**config.mk**
```make
export PLATFORM = sky130hd
export DESIGN_NAME = dac_sample_packer
export DESIGN_NICKNAME = d
export VERILOG_FILES = /design/src/rtl/dac_sample_packer.sv
export SDC_FILE = /design/constraint.sdc
export NUM_CORES = 1
export LEC_CHECK = 0
export BUFFER_PORTS_ARGS = -buffer_cell sky130_fd_sc_hd__buf_2
export CORE_ASPECT_RATIO = 0.75
export CORE_UTILIZATION = 63
export CTS_BUF_LIST = sky130_fd_sc_hd__clkbuf_8
export DETAILED_ROUTE_END_ITERATION = 10
export PLACE_DENSITY = 0.82
export SLEW_MARGIN = 20
export SYNTH_ARGS = -nofsm -noshare
export SYNTH_HDL_FRONTEND = slang
export SYNTH_SLANG_ARGS = --single-unit
```
**constraint.sdc**
```tcl
create_clock -name clkin320 -period 7.65 [get_ports clkin320]
set_input_delay 1.1475 -clock clkin320 [delete_from_list [all_inputs] [get_ports clkin320]]
set_output_delay 1.1475 -clock clkin320 [all_outputs]
set_load 0.1 [all_outputs]
```
**src/rtl/dac_sample_packer.sv**
```systemverilog
// -----------------------------------------------------------------------------
// dac_sample_packer
//
// Packs a single-rate I/Q sample stream into 2-lane words for a
// 2-sample-per-clock DAC datapath. Consecutive samples are paired; lane 0 holds
// the earlier sample. Packed words are buffered in a small first-word-fall-
// through FIFO. A flush pulse forces out a lone held sample with lane 1 zeroed.
//
// Ports
//   clkin320    in   block clock, rising edge
//   reset_n     in   asynchronous active-low reset
//   i_in/q_in   in   input I/Q sample (SAMPLE_W bits each)
//   in_valid    in   input sample valid
//   in_ready    out  block accepts a sample this cycle (registered-state only)
//   flush       in   1-cycle pulse: emit pending half word, lane 1 zero-padded
//   i_out/q_out out  packed head word [1:0][SAMPLE_W-1:0], zero when empty
//   out_valid   out  FIFO head word valid
//   out_ready   in   downstream accepts head word
//   fill_level  out  number of words in the FIFO
//   half_full   out  a lone sample is held waiting for its pair
// -----------------------------------------------------------------------------
module dac_sample_packer #(
    parameter int SAMPLE_W   = 14,
    parameter int FIFO_DEPTH = 8
) (
    input  logic                                 clkin320,
    input  logic                                 reset_n,
    input  logic [SAMPLE_W-1:0]                  i_in,
    input  logic [SAMPLE_W-1:0]                  q_in,
    input  logic                                 in_valid,
    output logic                                 in_ready,
    input  logic                                 flush,
    output logic [1:0][SAMPLE_W-1:0]             i_out,
    output logic [1:0][SAMPLE_W-1:0]             q_out,
    output logic                                 out_valid,
    input  logic                                 out_ready,
    output logic [$clog2(FIFO_DEPTH+1)-1:0]      fill_level,
    output logic                                 half_full
);

    localparam int PTR_W  = $clog2(FIFO_DEPTH);
    localparam int CNT_W  = $clog2(FIFO_DEPTH + 1);
    localparam int WORD_W = 2 * SAMPLE_W;
    localparam logic [CNT_W-1:0] FULL_CNT = CNT_W'(FIFO_DEPTH);

    typedef enum logic {
        PH0 = 1'b0,
        PH1 = 1'b1
    } phase_t;

    // Packing state
    phase_t              phase_reg;
    logic [SAMPLE_W-1:0] hold_i_reg;
    logic [SAMPLE_W-1:0] hold_q_reg;
    logic                flush_pend_reg;

    // FIFO state
    logic [WORD_W-1:0]   mem_i [FIFO_DEPTH];
    logic [WORD_W-1:0]   mem_q [FIFO_DEPTH];
    logic [PTR_W-1:0]    wr_ptr_reg;
    logic [PTR_W-1:0]    rd_ptr_reg;
    logic [CNT_W-1:0]    count_reg;

    logic                fifo_full;
    logic                in_xfer;
    logic                pair_push;
    logic                flush_push;
    logic                push;
    logic                pop;
    logic [WORD_W-1:0]   push_i;
    logic [WORD_W-1:0]   push_q;
    logic [WORD_W-1:0]   head_i;
    logic [WORD_W-1:0]   head_q;

    assign fifo_full = (count_reg == FULL_CNT);

    // Only registered state feeds the ready/valid outputs, so neither side
    // sees a combinational path from its partner's handshake signal.
    assign in_ready  = (phase_reg == PH0) || !fifo_full;
    assign out_valid = (count_reg != '0);
    assign half_full = (phase_reg == PH1);
    assign fill_level = count_reg;

    assign in_xfer = in_valid && in_ready;

    // In PH1 in_ready already implies !fifo_full, so a pairing push never
    // lands on a full FIFO.
    assign pair_push = (phase_reg == PH1) && in_xfer;

    // A fresh flush pulse in PH1 is serviced right away when possible; one
    // that cannot be serviced yet (FIFO full, or arriving with the first
    // sample of a pair) waits in flush_pend_reg.
    assign flush_push = (phase_reg == PH1) && !in_xfer && !fifo_full &&
                        (flush_pend_reg || flush);

    assign push = pair_push || flush_push;
    assign pop  = out_valid && out_ready;

    assign push_i = pair_push ? {i_in, hold_i_reg} : {{SAMPLE_W{1'b0}}, hold_i_reg};
    assign push_q = pair_push ? {q_in, hold_q_reg} : {{SAMPLE_W{1'b0}}, hold_q_reg};

    // Packing FSM
    always_ff @(posedge clkin320 or negedge reset_n) begin
        if (!reset_n) begin
            phase_reg      <= PH0;
            hold_i_reg     <= '0;
            hold_q_reg     <= '0;
            flush_pend_reg <= 1'b0;
        end else begin
            case (phase_reg)
                PH0: begin
                    if (in_xfer) begin
                        hold_i_reg <= i_in;
                        hold_q_reg <= q_in;
                        phase_reg  <= PH1;
                        // Flush arriving with the first sample of a pair is
                        // remembered; the lone sample may still get its pair.
                        if (flush) begin
                            flush_pend_reg <= 1'b1;
                        end
                    end
                end
                PH1: begin
                    if (in_xfer) begin
                        // Pair completed: any pending flush has nothing left to do.
                        phase_reg      <= PH0;
                        flush_pend_reg <= 1'b0;
                    end else if (flush_push) begin
                        phase_reg      <= PH0;
                        flush_pend_reg <= 1'b0;
                    end else if (flush) begin
                        flush_pend_reg <= 1'b1;
                    end
                end
                default: begin
                    phase_reg <= PH0;
                end
            endcase
        end
    end

    // FIFO storage: plain array, no reset, so it maps onto distributed RAM.
    always_ff @(posedge clkin320) begin
        if (push) begin
            mem_i[wr_ptr_reg] <= push_i;
            mem_q[wr_ptr_reg] <= push_q;
        end
    end

    // FIFO pointers and occupancy; power-of-two depth lets pointers wrap
    // naturally.
    always_ff @(posedge clkin320 or negedge reset_n) begin
        if (!reset_n) begin
            wr_ptr_reg <= '0;
            rd_ptr_reg <= '0;
            count_reg  <= '0;
        end else begin
            if (push) begin
                wr_ptr_reg <= wr_ptr_reg + 1'b1;
            end
            if (pop) begin
                rd_ptr_reg <= rd_ptr_reg + 1'b1;
            end
            case ({push, pop})
                2'b10:   count_reg <= count_reg + 1'b1;
                2'b01:   count_reg <= count_reg - 1'b1;
                default: count_reg <= count_reg;
            endcase
        end
    end

    // First-word-fall-through: the head word is read asynchronously.
    assign head_i = mem_i[rd_ptr_reg];
    assign head_q = mem_q[rd_ptr_reg];

    // Lanes are forced to zero while empty so stale or uninitialised storage
    // never reaches the DAC.
    generate
        for (genvar gi = 0; gi < 2; gi++) begin : g_lane
            assign i_out[gi] = out_valid ? head_i[gi*SAMPLE_W +: SAMPLE_W] : '0;
            assign q_out[gi] = out_valid ? head_q[gi*SAMPLE_W +: SAMPLE_W] : '0;
        end
    endgenerate

endmodule

```
=== Word level (Yosys, flattened, before mapping) ===
Memories as Yosys holds them, arrays and structs flattened.
Cells that the tools add are included.

* Bits in registers: 40
* Memory bits (writable): 448
* Bits of input ports: 33
* Output and inout port bits: 63
* Word-level logic and storage cells: 50
* Memories kept: 2

* Add/sub/neg operators: 4
* Eq/ne operators: 4
* Multiplexer cells: 18
* Bitwise logic cells: 1
* Reductions and logical operators: 14

{| class="wikitable"
|+ Memory list
! name !! depth !! bits a word !! read ports !! clocked after memory_dff !! write ports !! line !! text
|-
| mem_i || 8 || 28 || 1 || 0 || 1 || 58 || <nowiki>logic [WORD_W-1:0] mem_i [FIFO_DEPTH];</nowiki>
|-
| mem_q || 8 || 28 || 1 || 0 || 1 || 59 || <nowiki>logic [WORD_W-1:0] mem_q [FIFO_DEPTH];</nowiki>
|}

{| class="wikitable"
|+ Operators by type and width
! operator !! number
|-
| 2-to-1 mux 14 bit || 4
|-
| 2-to-1 mux 28 bit || 2
|-
| 2-to-1 mux 1 bit || 9
|-
| case mux 4 bit (2 select lines) || 1
|-
| adder 3 x 1 -> 3 bit, second input constant || 2
|-
| logical AND 1 bit || 6
|-
| adder 4 x 1 -> 4 bit, second input constant || 1
|-
| == test 4 bit, second input constant || 1
|-
| case mux 1 bit (2 select lines) || 2
|-
| nonzero test 4 bit || 1
|-
| subtractor 4 x 1 -> 4 bit, second input constant || 1
|-
| logical OR 1 bit || 3
|-
| == test 2 x 1 -> 1 bit, second input constant || 1
|-
| == test 2 bit, second input constant || 1
|-
| zero test 1 bit || 2
|-
| != test 2 bit, second input constant || 1
|-
| AND reduction 2 bit || 1
|-
| nonzero test 2 bit || 1
|-
| inverter 1 bit || 1
|}

=== Logic depth before layout (Yosys ltp) ===
Gate-level depths: netlist of run 1.

* Depth in word-level cells: 11
* Depth in mapped cells: 12
* Depth with buffers taken out: 10

=== Least setup slack after synthesis of run 1 ===
No wires, ideal clock.

* Path type: register to register
* Start point: register count_reg[1], in the netlist fill_level[1]
* End point: memory mem_i[0][0] in the netlist's numbering (enable)
* Library setup time: 608 ps
* Arrival time: 7104 ps
* Required time: 7042 ps
* Setup slack: -62 ps
* Cell stages (with the launch flop): 6
* Buffers on the path: 1
* Path through: dfrtp_1 buf_2 nor4b_4 nor3b_4 inv_2 nor4_1

* Cells in the longest elaborated chain, start to end: 11

{| class="wikitable"
|+ RTL lines
! element !! line !! text
|-
| from (decl) || 62 || <nowiki>logic [CNT_W-1:0] count_reg;</nowiki>
|-
| from (signal assigned) || 165 || <nowiki>2'b10: count_reg <= count_reg + 1'b1;</nowiki>
|-
| from (signal assigned) || 166 || <nowiki>2'b01: count_reg <= count_reg - 1'b1;</nowiki>
|-
| from (signal assigned) || 167 || <nowiki>default: count_reg <= count_reg;</nowiki>
|-
| == test 4 bit (*) || 75 || <nowiki>assign fifo_full = (count_reg == FULL_CNT);</nowiki>
|-
| zero test 1 bit (*) || 79, 93 ||
|-
| logical OR 1 bit || 79 || <nowiki>assign in_ready = (phase_reg == PH0) || !fifo_full;</nowiki>
|-
| logical AND 1 bit || 84 || <nowiki>assign in_xfer = in_valid && in_ready;</nowiki>
|-
| zero test 1 bit || 93 || <nowiki>assign flush_push = (phase_reg == PH1) && !in_xfer && !fifo_full &&</nowiki>
|-
| logical AND 1 bit (3 in a row) || 93 ||
|-
| logical OR 1 bit (*) || 96 || <nowiki>assign push = pair_push || flush_push;</nowiki>
|-
| 2-to-1 mux 1 bit (*) || 144 || <nowiki>if (push) begin</nowiki>
|-
| 2-to-1 mux 1 bit (implied by the code) (*) || 145 || <nowiki>mem_i[wr_ptr_reg] <= push_i;</nowiki>
|-
| to (decl) || 58 ||
|}

Mark *: on every way between the ends. The rest lies on a longest branch, timed or not.

==> impl_results.md, run 1 <==
- Final wirelength: 37.84 mm
- Worst Path Max Fanout: 65
- Post-CTS Hold Fix Bufs: 0
- Mean Syn Cell Area: 21.83 um^2
- Clock skew: 17.63 ps
- Regs by FF count: mem_i: 224 flops, mem_q: 224 flops
- IO buf count: 95
- CTS tree: done
- Sequential cell area fraction in the yosys report: 76.01%
- Antenna-violating nets left: 0
- Gr usage total: 25.56%
- Nets: 1047
- CTS clock-pin slew for the worst setup and hold paths: 60 ps
- Worst Hold Class: reg -> reg
- Arrival @ worst endpoint: 3140 ps
- Clk sink count: 488
- Antenna Cells: 0
- Place WS: 3520 ps
- Fmax achieved: 0.2335 GHz
- Final worst slack: 3367 ps
- H-tree Lvls: 3
- Number of global-route vias before repair: 9430
- Synth unique cells: 36
- Via density: 6.122
- Minimum clock period: 4283 ps
- GPL Wtd Cong: 0.7321
- YS warnings: 0
- # rows: 54
- Layout filler cell count: 1662
- Drt wl/cell: 25.99 um
- Post-Syn Instances: 871
- Root Buffer: clkbuf_8
- GR Overflow Total: 0
- DP Wirelength: 20.03 mm
- Num CTS Buffers: 70
- Area of the multi-input gates: 4273 um^2
- Fin. Hold Viols: 0
- Io pins: 96
- Core area: 29390 um^2
- Slew headroom: 24.25%
- Startpoint types: flip-flop
- # Post-CTS Setup Buffers: 0
- Slew Viols, Final: 0
- CTS max path bufs: 3
- Util after Layout: 72.26%
- First-pass DRT Iterations: 5
- Max Cap Viol: 0
- Mapped cell area: 19020 um^2
- Die Span X: 202.6 um
- Die footprint: 30890 um^2
- Share of layout cells above drive strength 1: 32.05%
- Synthesized net count: 909
- Slew @ Worst Pin: 1134 ps
- Initial antenna violation count: 1
- First DRT Iteration DRCs: 774
- RSZ-0062 raised after global routing: false
- Via Count: 8913
- Global-route wire length before repair: 57.22 mm
- Finish-stage setup viols: 0
- Die H: 152.5 um
- Reg area: 14470 um^2
- Worst setup EP type: output port
- Setup TNS: 0 ps
- Area delta synth->final: 11.68%
- Tcrit/Tclk final: 55.99%
- WS Path Type: reg -> out
- WP data required: 6500 ps
- Number of synthesized register bits: 488
- DR DRC count: 0
- Clk_lat worst skew: 600 ps
- Run status: complete, no violations
- Fin Hold WS: 536.9 ps
- Starting density of the core: 64.70%
- Largest net degree at the start of global routing: 80
- Post_cts resized: 0
## path summary, 6_finish.rpt
kind                                startpoint        endpoint  slack (ps)  cells past startpoint
worst max-delay path             rd_ptr_reg[0]       i_out[18]        3370                      5
worst min-delay path            flush_pend_reg  flush_pend_reg         540                      2
worst max register to register   fill_level[0]     mem_q[6][8]        4290                      5
worst min register to register  flush_pend_reg  flush_pend_reg         540                      2
max in group asynchronous              reset_n   rd_ptr_reg[0]        6470                      2
min in group asynchronous              reset_n  flush_pend_reg         660                      2
## cell usage after synthesis, drive strengths merged
library cell  instances  area, um^2
a211o                 1       8.760
a21oi                 3       15.01
a41oi                 1       8.760
and2                 29       183.9
buf                  31       282.8
clkbuf               15       56.30
dfrtp                40        1001
edfxtp              448       13450
ha                    5       62.56
inv                   3       11.26
mux2                 31       352.8
mux2i                56       560.5
mux4                112        2530
nand2                 6       22.52
nand2b                4       25.02
nand3b                1       7.510
nor2                 64       242.7
nor2b                 1       6.260
nor3                  5       25.02
nor3b                 2       26.28
nor4                  2       27.53
nor4b                 1       23.77
o21ai                 1       5.000
xnor2                 3       26.28
xor2                  6       52.55
## routing by layer
| metal | GRT usage (%) | wire length (um) |
|---|---|---|
| met2 | 40.36 | 18960 |
| met3 | 4.299 | 2140 |
| met4 | 8.127 | 780 |
| met1 | 37.35 | 15960 |
| met5 | 0 | 10 |
## worst max-delay path, stage by stage, from the launching register on
cell and delay [ps]:
dfrtp_4 770, buf_12 470, mux4_2 590, mux2i_1 180, nor2_1 100, buf_2 350
## per-stage QoR
step                      std cells  instance area (um^2)
after floorplan                 871                 19020
after global placement         1327                 19840
after detailed placement       1327                 19840
after CTS                      1454                 21190
after global routing           1456                 21240
final                          1456                 21240
## layout by cell type, fill, tap and decap left out, types with 2 or more instances in the layout
cell type     n
buf_4        14
nor4_4        2
nor2_4        3
nor3_2        4
clkinv_1      6
xor2_1        6
mux2_1       21
edfxtp_1    448
buf_2        95
mux2_2        9
ha_1          5
bufinv_16     2
dfrtp_4       3
and2_1       28
nand2b_1      3
xnor2_1       3
mux2i_1      56
clkbuf_8     80
a21oi_1       3
dfrtp_1      37
buf_12        2
clkinv_2      4
nand2_1       6
mux4_2      110
inv_1        32
inv_2         2
mux4_1        2
clkinvlp_4    4
nor2_1       60
## cells by family after synthesis
kind of cell / count (synthesis) / share of synthesized area [%]
fa+ha+maj: 5 / 0.3290
xor+xnor: 9 / 0.4145
simple gates: 115 / 3.106
mux: 199 / 18.11
flops: 488 / 76.00
compound gates: 6 / 0.1973
buf+inv: 49 / 1.842
## cell type report
cell class                 count  area share [%]
sequential                   488           68.11
multi-input combinational    334           20.12
clock buffer                  80           5.184
timing repair buffer         112           3.052
tap                          392           2.309
clock inverter                47           1.172
inverter                       3         0.05302
Power of run 1 is left out: the tool's default activity adds up to more than one toggle a clock period on the data nets, which glitch-free logic cannot reach.
==> inputs of run 2 (changes only) <==
==> constraint.sdc (replaced) <==
create_clock -name clkin320 -period 4.5 [get_ports clkin320]
set_input_delay 0.675 -clock clkin320 [delete_from_list [all_inputs] [get_ports clkin320]]
set_output_delay 0.675 -clock clkin320 [all_outputs]
set_load 0.1 [all_outputs]
==> run 2 against run 1 <==
Design area barely moved. Worst hold slack got worse by 180 ps. Critical path depth did not move. Routed wire length fell by 2.4%. Cell count rose by 0.14%. Clock skew fell by 7.1 ps. Worst setup slack got worse by 2600 ps. Register-to-register slack got worse by 2700 ps.
==> impl_results.md, run 2 (synthesis gave the netlist of run 1 again) <==
- Run status: complete, no violations
- First DRT Iteration DRCs: 717
- Endpoint, Worst Hold: hold_q_reg[13]
- Starting density of the core: 64.70%
- CTS max path bufs: 3
- Via density: 6.123
- Die H: 152.5 um
- Io pins: 96
- Num CTS Buffers: 69
- Antenna Cells: 0
- Worst setup EP type: output port
- Reg area: 14470 um^2
- Gr usage total: 24.77%
- Number of global-route vias before repair: 9252
- Area delta synth->final: 11.76%
- Core area: 29390 um^2
- Slew headroom: 31.74%
- Largest net degree at the start of global routing: 71
- CTS clock-pin slew for the worst setup and hold paths: 60 ps
- Regs by FF count: mem_i: 224 flops, mem_q: 224 flops
- DP Wirelength: 20.25 mm
- Clk sink count: 488
- Critical path buffers and inverters: 2
- GR Layer Usage met3: 4.063%
- Via Count: 8928
- Die Span X: 202.6 um
- Commonest non-fill, non-tap cell in the layout: edfxtp_1
- Hold-critical path depth: 2
- Final wirelength: 36.94 mm
- Commonest non-fill, non-tap cells in the layout: edfxtp_1 (448), mux4_2 (110), buf_2 (95)
- Slew Viols, Final: 0
- Finish-stage setup viols: 0
- Die footprint: 30890 um^2
- Hold_sp: q_in[13]
- IO buf count: 95
- GPL Wtd Cong: 0.7341
- GR peak layer: met2
- Post_cts resized: 0
- GR Util met1: 35.85%
- Worst Hold Class: in -> reg
- Worst Reg-to-Reg Cells: 5
- Antenna-violating nets left: 0
- Minimum clock period: 3725 ps
- Worst Path Max Fanout: 28
- Clk_lat worst skew: 570 ps
- Cells along the critical path: buf_4 > mux4_2 > mux2i_1 > nor2_1 > buf_2
- R2R Path Start: fill_level[2]
- CTS tree: done
- Global-route wire length before repair: 55.61 mm
- WS Path Type: reg -> out
- Arrival @ worst endpoint: 3050 ps
- # rows: 54
- DR DRC count: 0
- CP peak stage delay: 810 ps
- FF-to-FF End: mem_q[7][9]
- Max Cap Viol: 0
- Nets: 1052
- Critical path's top delay family: flip-flops
- RSZ-0062 raised after global routing: false
- Fin. Hold Viols: 0
- Max stage delay cell, worst path: dfrtp_4
- Startpoint types: flip-flop
- GR Overflow Total: 0
- Fin Hold WS: 357.6 ps
- Drt wl/cell: 25.34 um
- H-tree Lvls: 3
- First-pass DRT Iterations: 5
- Initial antenna violation count: 0
- Root Buffer: clkbuf_8
- WP data required: 3830 ps
- Layout filler cell count: 1701
- Grt met2 use: 40.02%
- Slew @ Worst Pin: 1024 ps
- Clock skew: 10.51 ps
- Area of the multi-input gates: 4279 um^2
- Reg2Reg Setup Slack: 1640 ps
- Share of layout cells above drive strength 1: 32.18%
- Tcrit/Tclk final: 82.78%
- Fmax achieved: 0.2685 GHz
[run 2: cell count changes in the layout (fill, tap and decap cells not counted), moves of 2 or more]
cell / previous run / this run
buf_4: 14 / 16
clkinv_1: 6 / 9
clkinvlp_4: 4 / 1
inv_1: 32 / 28
buf_12: 2 / 6
bufinv_16: 2 / 0
[run 2: final cells by class]
cell class,count,share of cell area (%)
tap,392,2.308
timing repair buffer,118,3.414
multi-input combinational,334,20.13
clock buffer,81,5.245
sequential,488,68.06
inverter,3,0.05298
clock inverter,42,0.7888
[run 2: per-layer routing]
layer,vias up,part of all wire (%)
met2,324,50
met4,0,1.8
met3,58,6.3
met5,-,0
met1,4709,42
li1,3837,-
[run 2: worst max path at each step]
stage                       end  slack [ps]           from  cells past startpoint
floorplan           mem_i[1][0]       -1700  fill_level[1]                      5
finish                 i_out[9]         780  rd_ptr_reg[0]                      5
CTS                    i_out[9]         690  rd_ptr_reg[0]                      5
global placement       i_out[9]        1340  rd_ptr_reg[0]                      5
detailed placement     i_out[9]        1330  rd_ptr_reg[0]                      5
global route           i_out[9]         560  rd_ptr_reg[0]                      5
[run 2: worst register-to-register path: cells and delay by family, from the launching register on]
family	cells	cell delay [ps]
DFF	1	570
buffers and inverters	1	360
and+or+nand+nor	4	1580
[run 2: per-stage QoR]
| step | setup TNS [ps] | utilization (%) | instance area (um^2) | cells | setup WS, ps |
|---|---|---|---|---|---|
| 2_1_floorplan | -334510 | - | 19040 | 871 | -1705 |
| 3_3_place_gp | 0 | 67.92 | 19960 | 1334 | 1337 |
| 3_5_place_dp | 0 | 67.92 | 19960 | 1334 | 1331 |
| 4_1_cts | 0 | 72.32 | 21250 | 1458 | 692.3 |
| 5_1_grt | 0 | 72.32 | 21250 | 1458 | 563.5 |
| 6_report | 0 | 72.32 | 21250 | 1458 | 775.0 |
[run 2: timing repair]
| item | 4_1_cts | 5_1_grt |
|---|---|---|
| setup endpoints to repair | 0 | 0 |
| hold endpoints to repair | 10 | 0 |
| hold buffers | 1 | 0 |
| buffers inserted | 0 | 0 |
Power of run 2 is left out for the same reason.
==> inputs of run 3 (changes only) <==
==> constraint.sdc (replaced) <==
create_clock -name clkin320 -period 3.5 [get_ports clkin320]
set_input_delay 0.525 -clock clkin320 [delete_from_list [all_inputs] [get_ports clkin320]]
set_output_delay 0.525 -clock clkin320 [all_outputs]
set_load 0.1 [all_outputs]
==> run 3 against run 2 <==
Clock skew increased by 6.2 ps. Register-to-register slack got worse by 670 ps. Worst hold slack got worse by 340 ps. Critical path type unchanged. Die area unchanged. Clock-buffer cell count decreased by 2. Largest cell class unchanged.
==> impl_results.md, run 3 (synthesis gave the netlist of run 1 again) <==
- Via density: 6.166
- Place WS: 615.2 ps
- Die footprint: 30890 um^2
- Tcrit/Tclk final: 93.47%
- Starting density of the core: 64.70%
- CTS tree: done
- Die H: 152.5 um
- Nets: 1061
- Commonest non-fill, non-tap cell in the layout: edfxtp_1
- CTS max path bufs: 3
- Slew headroom: 29.40%
- IO buf count: 95
- DR DRC count: 0
- WS Path Type: reg -> out
- Num CTS Buffers: 71
- WP data required: 2970 ps
- GPL Wtd Cong: 0.7275
- Finish-stage setup viols: 0
- Core area: 29390 um^2
- Fin. Hold Viols: 0
- Arrival @ worst endpoint: 2750 ps
- Drt wl/cell: 25.91 um
- Slew @ Worst Pin: 1059 ps
- Run status: complete, no violations
- H-tree Lvls: 3
- Clk_lat worst skew: 590 ps
- Max Cap Viol: 0
- Via Count: 9077
- Regs by FF count: mem_i: 224 flops, mem_q: 224 flops
- Largest net degree at the start of global routing: 57
- Post-CTS Hold Fix Bufs: 0
- Gr usage total: 25.89%
- Number of global-route vias before repair: 9641
- Reg2Reg Setup Slack: 970 ps
- # rows: 54
- Root Buffer: clkbuf_8
- Fin Hold WS: 19.35 ps
- RSZ-0062 raised after global routing: false
- Fmax achieved: 0.3057 GHz
- Io pins: 96
- Commonest non-fill, non-tap cells in the layout: edfxtp_1 (448), mux4_2 (110), buf_2 (95)
- Final worst slack: 228.5 ps
- Worst setup EP type: output port
- Minimum clock period: 3271 ps
- Share of layout cells above drive strength 1: 33.12%
- Worst Hold Class: in -> async
- Initial antenna violation count: 2
- First-pass DRT Iterations: 5
- Area delta synth->final: 12.88%
- First DRT Iteration DRCs: 750
- Global-route wire length before repair: 58.10 mm
- Clk sink count: 488
- Die Span X: 202.6 um
- Slew Viols, Final: 0
- Final wirelength: 38.14 mm
- GR Overflow Total: 0
- Clock skew: 16.74 ps
- DP Wirelength: 21.55 mm
- Post_cts resized: 0
- Startpoint types: flip-flop
- Antenna-violating nets left: 0
- CTS clock-pin slew for the worst setup and hold paths: 60 ps
- Worst Path Max Fanout: 32
==> run 3: path summary, 6_finish.rpt <==
| path | startpoint | to | depth (start not counted) |
|---|---|---|---|
| max | rd_ptr_reg[0] | q_out[1] | 5 |
| max in group asynchronous | reset_n | half_full | 2 |
| max reg2reg | fill_level[2] | fill_level[2] | 10 |
| min in group clkin320 | i_in[4] | hold_i_reg[4] | 2 |
| min | reset_n | flush_pend_reg | 1 |
| min reg2reg | flush_pend_reg | flush_pend_reg | 2 |
==> run 3: final cells by class <==
class                      count  area [um^2]
inverter                       3        13.76
clock buffer                  79         1087
fill                        1655         7925
clock inverter                49        206.4
tap                          392        490.5
antenna                        2        5.005
multi-input combinational    334         4298
timing repair buffer         125        883.3
sequential                   488        14480
==> run 3: layer usage <==
layer / GRT usage (%) / wire [um] / share of wire [%]
met1: 36.44 / 15430 / 40
met2: 41.55 / 19220 / 50
met3: 5.453 / 2683 / 7.0
met4: 8.056 / 784 / 2.1
met5: 0 / 13 / 0.034
==> run 3: per-stage QoR <==
stage | cell area, um^2 | std cells | util, % | TNS [ps]
after global routing | 21460 | 1470 | 73.02 | 0
after global placement | 20120 | 1340 | 68.45 | 0
after detailed placement | 20120 | 1340 | 68.45 | 0
after floorplan | 19110 | 871 | - | -7926
final | 21470 | 1472 | 73.04 | 0
after CTS | 21460 | 1470 | 73.02 | 0
==> run 3: repair_timing <==
item / in CTS / in global routing
setup buffers: 2 / 0
endpoints found under the setup margin: 3 / 0
endpoints found under the hold margin: 0 / 0
==> run 3: critical path: stages, from the launching register on <==
cell and delay, ps:
dfrtp_4 690, buf_12 320, mux4_2 540, mux2i_1 230, nor2_1 70, buf_2 300
Power of run 3 is left out for the same reason.
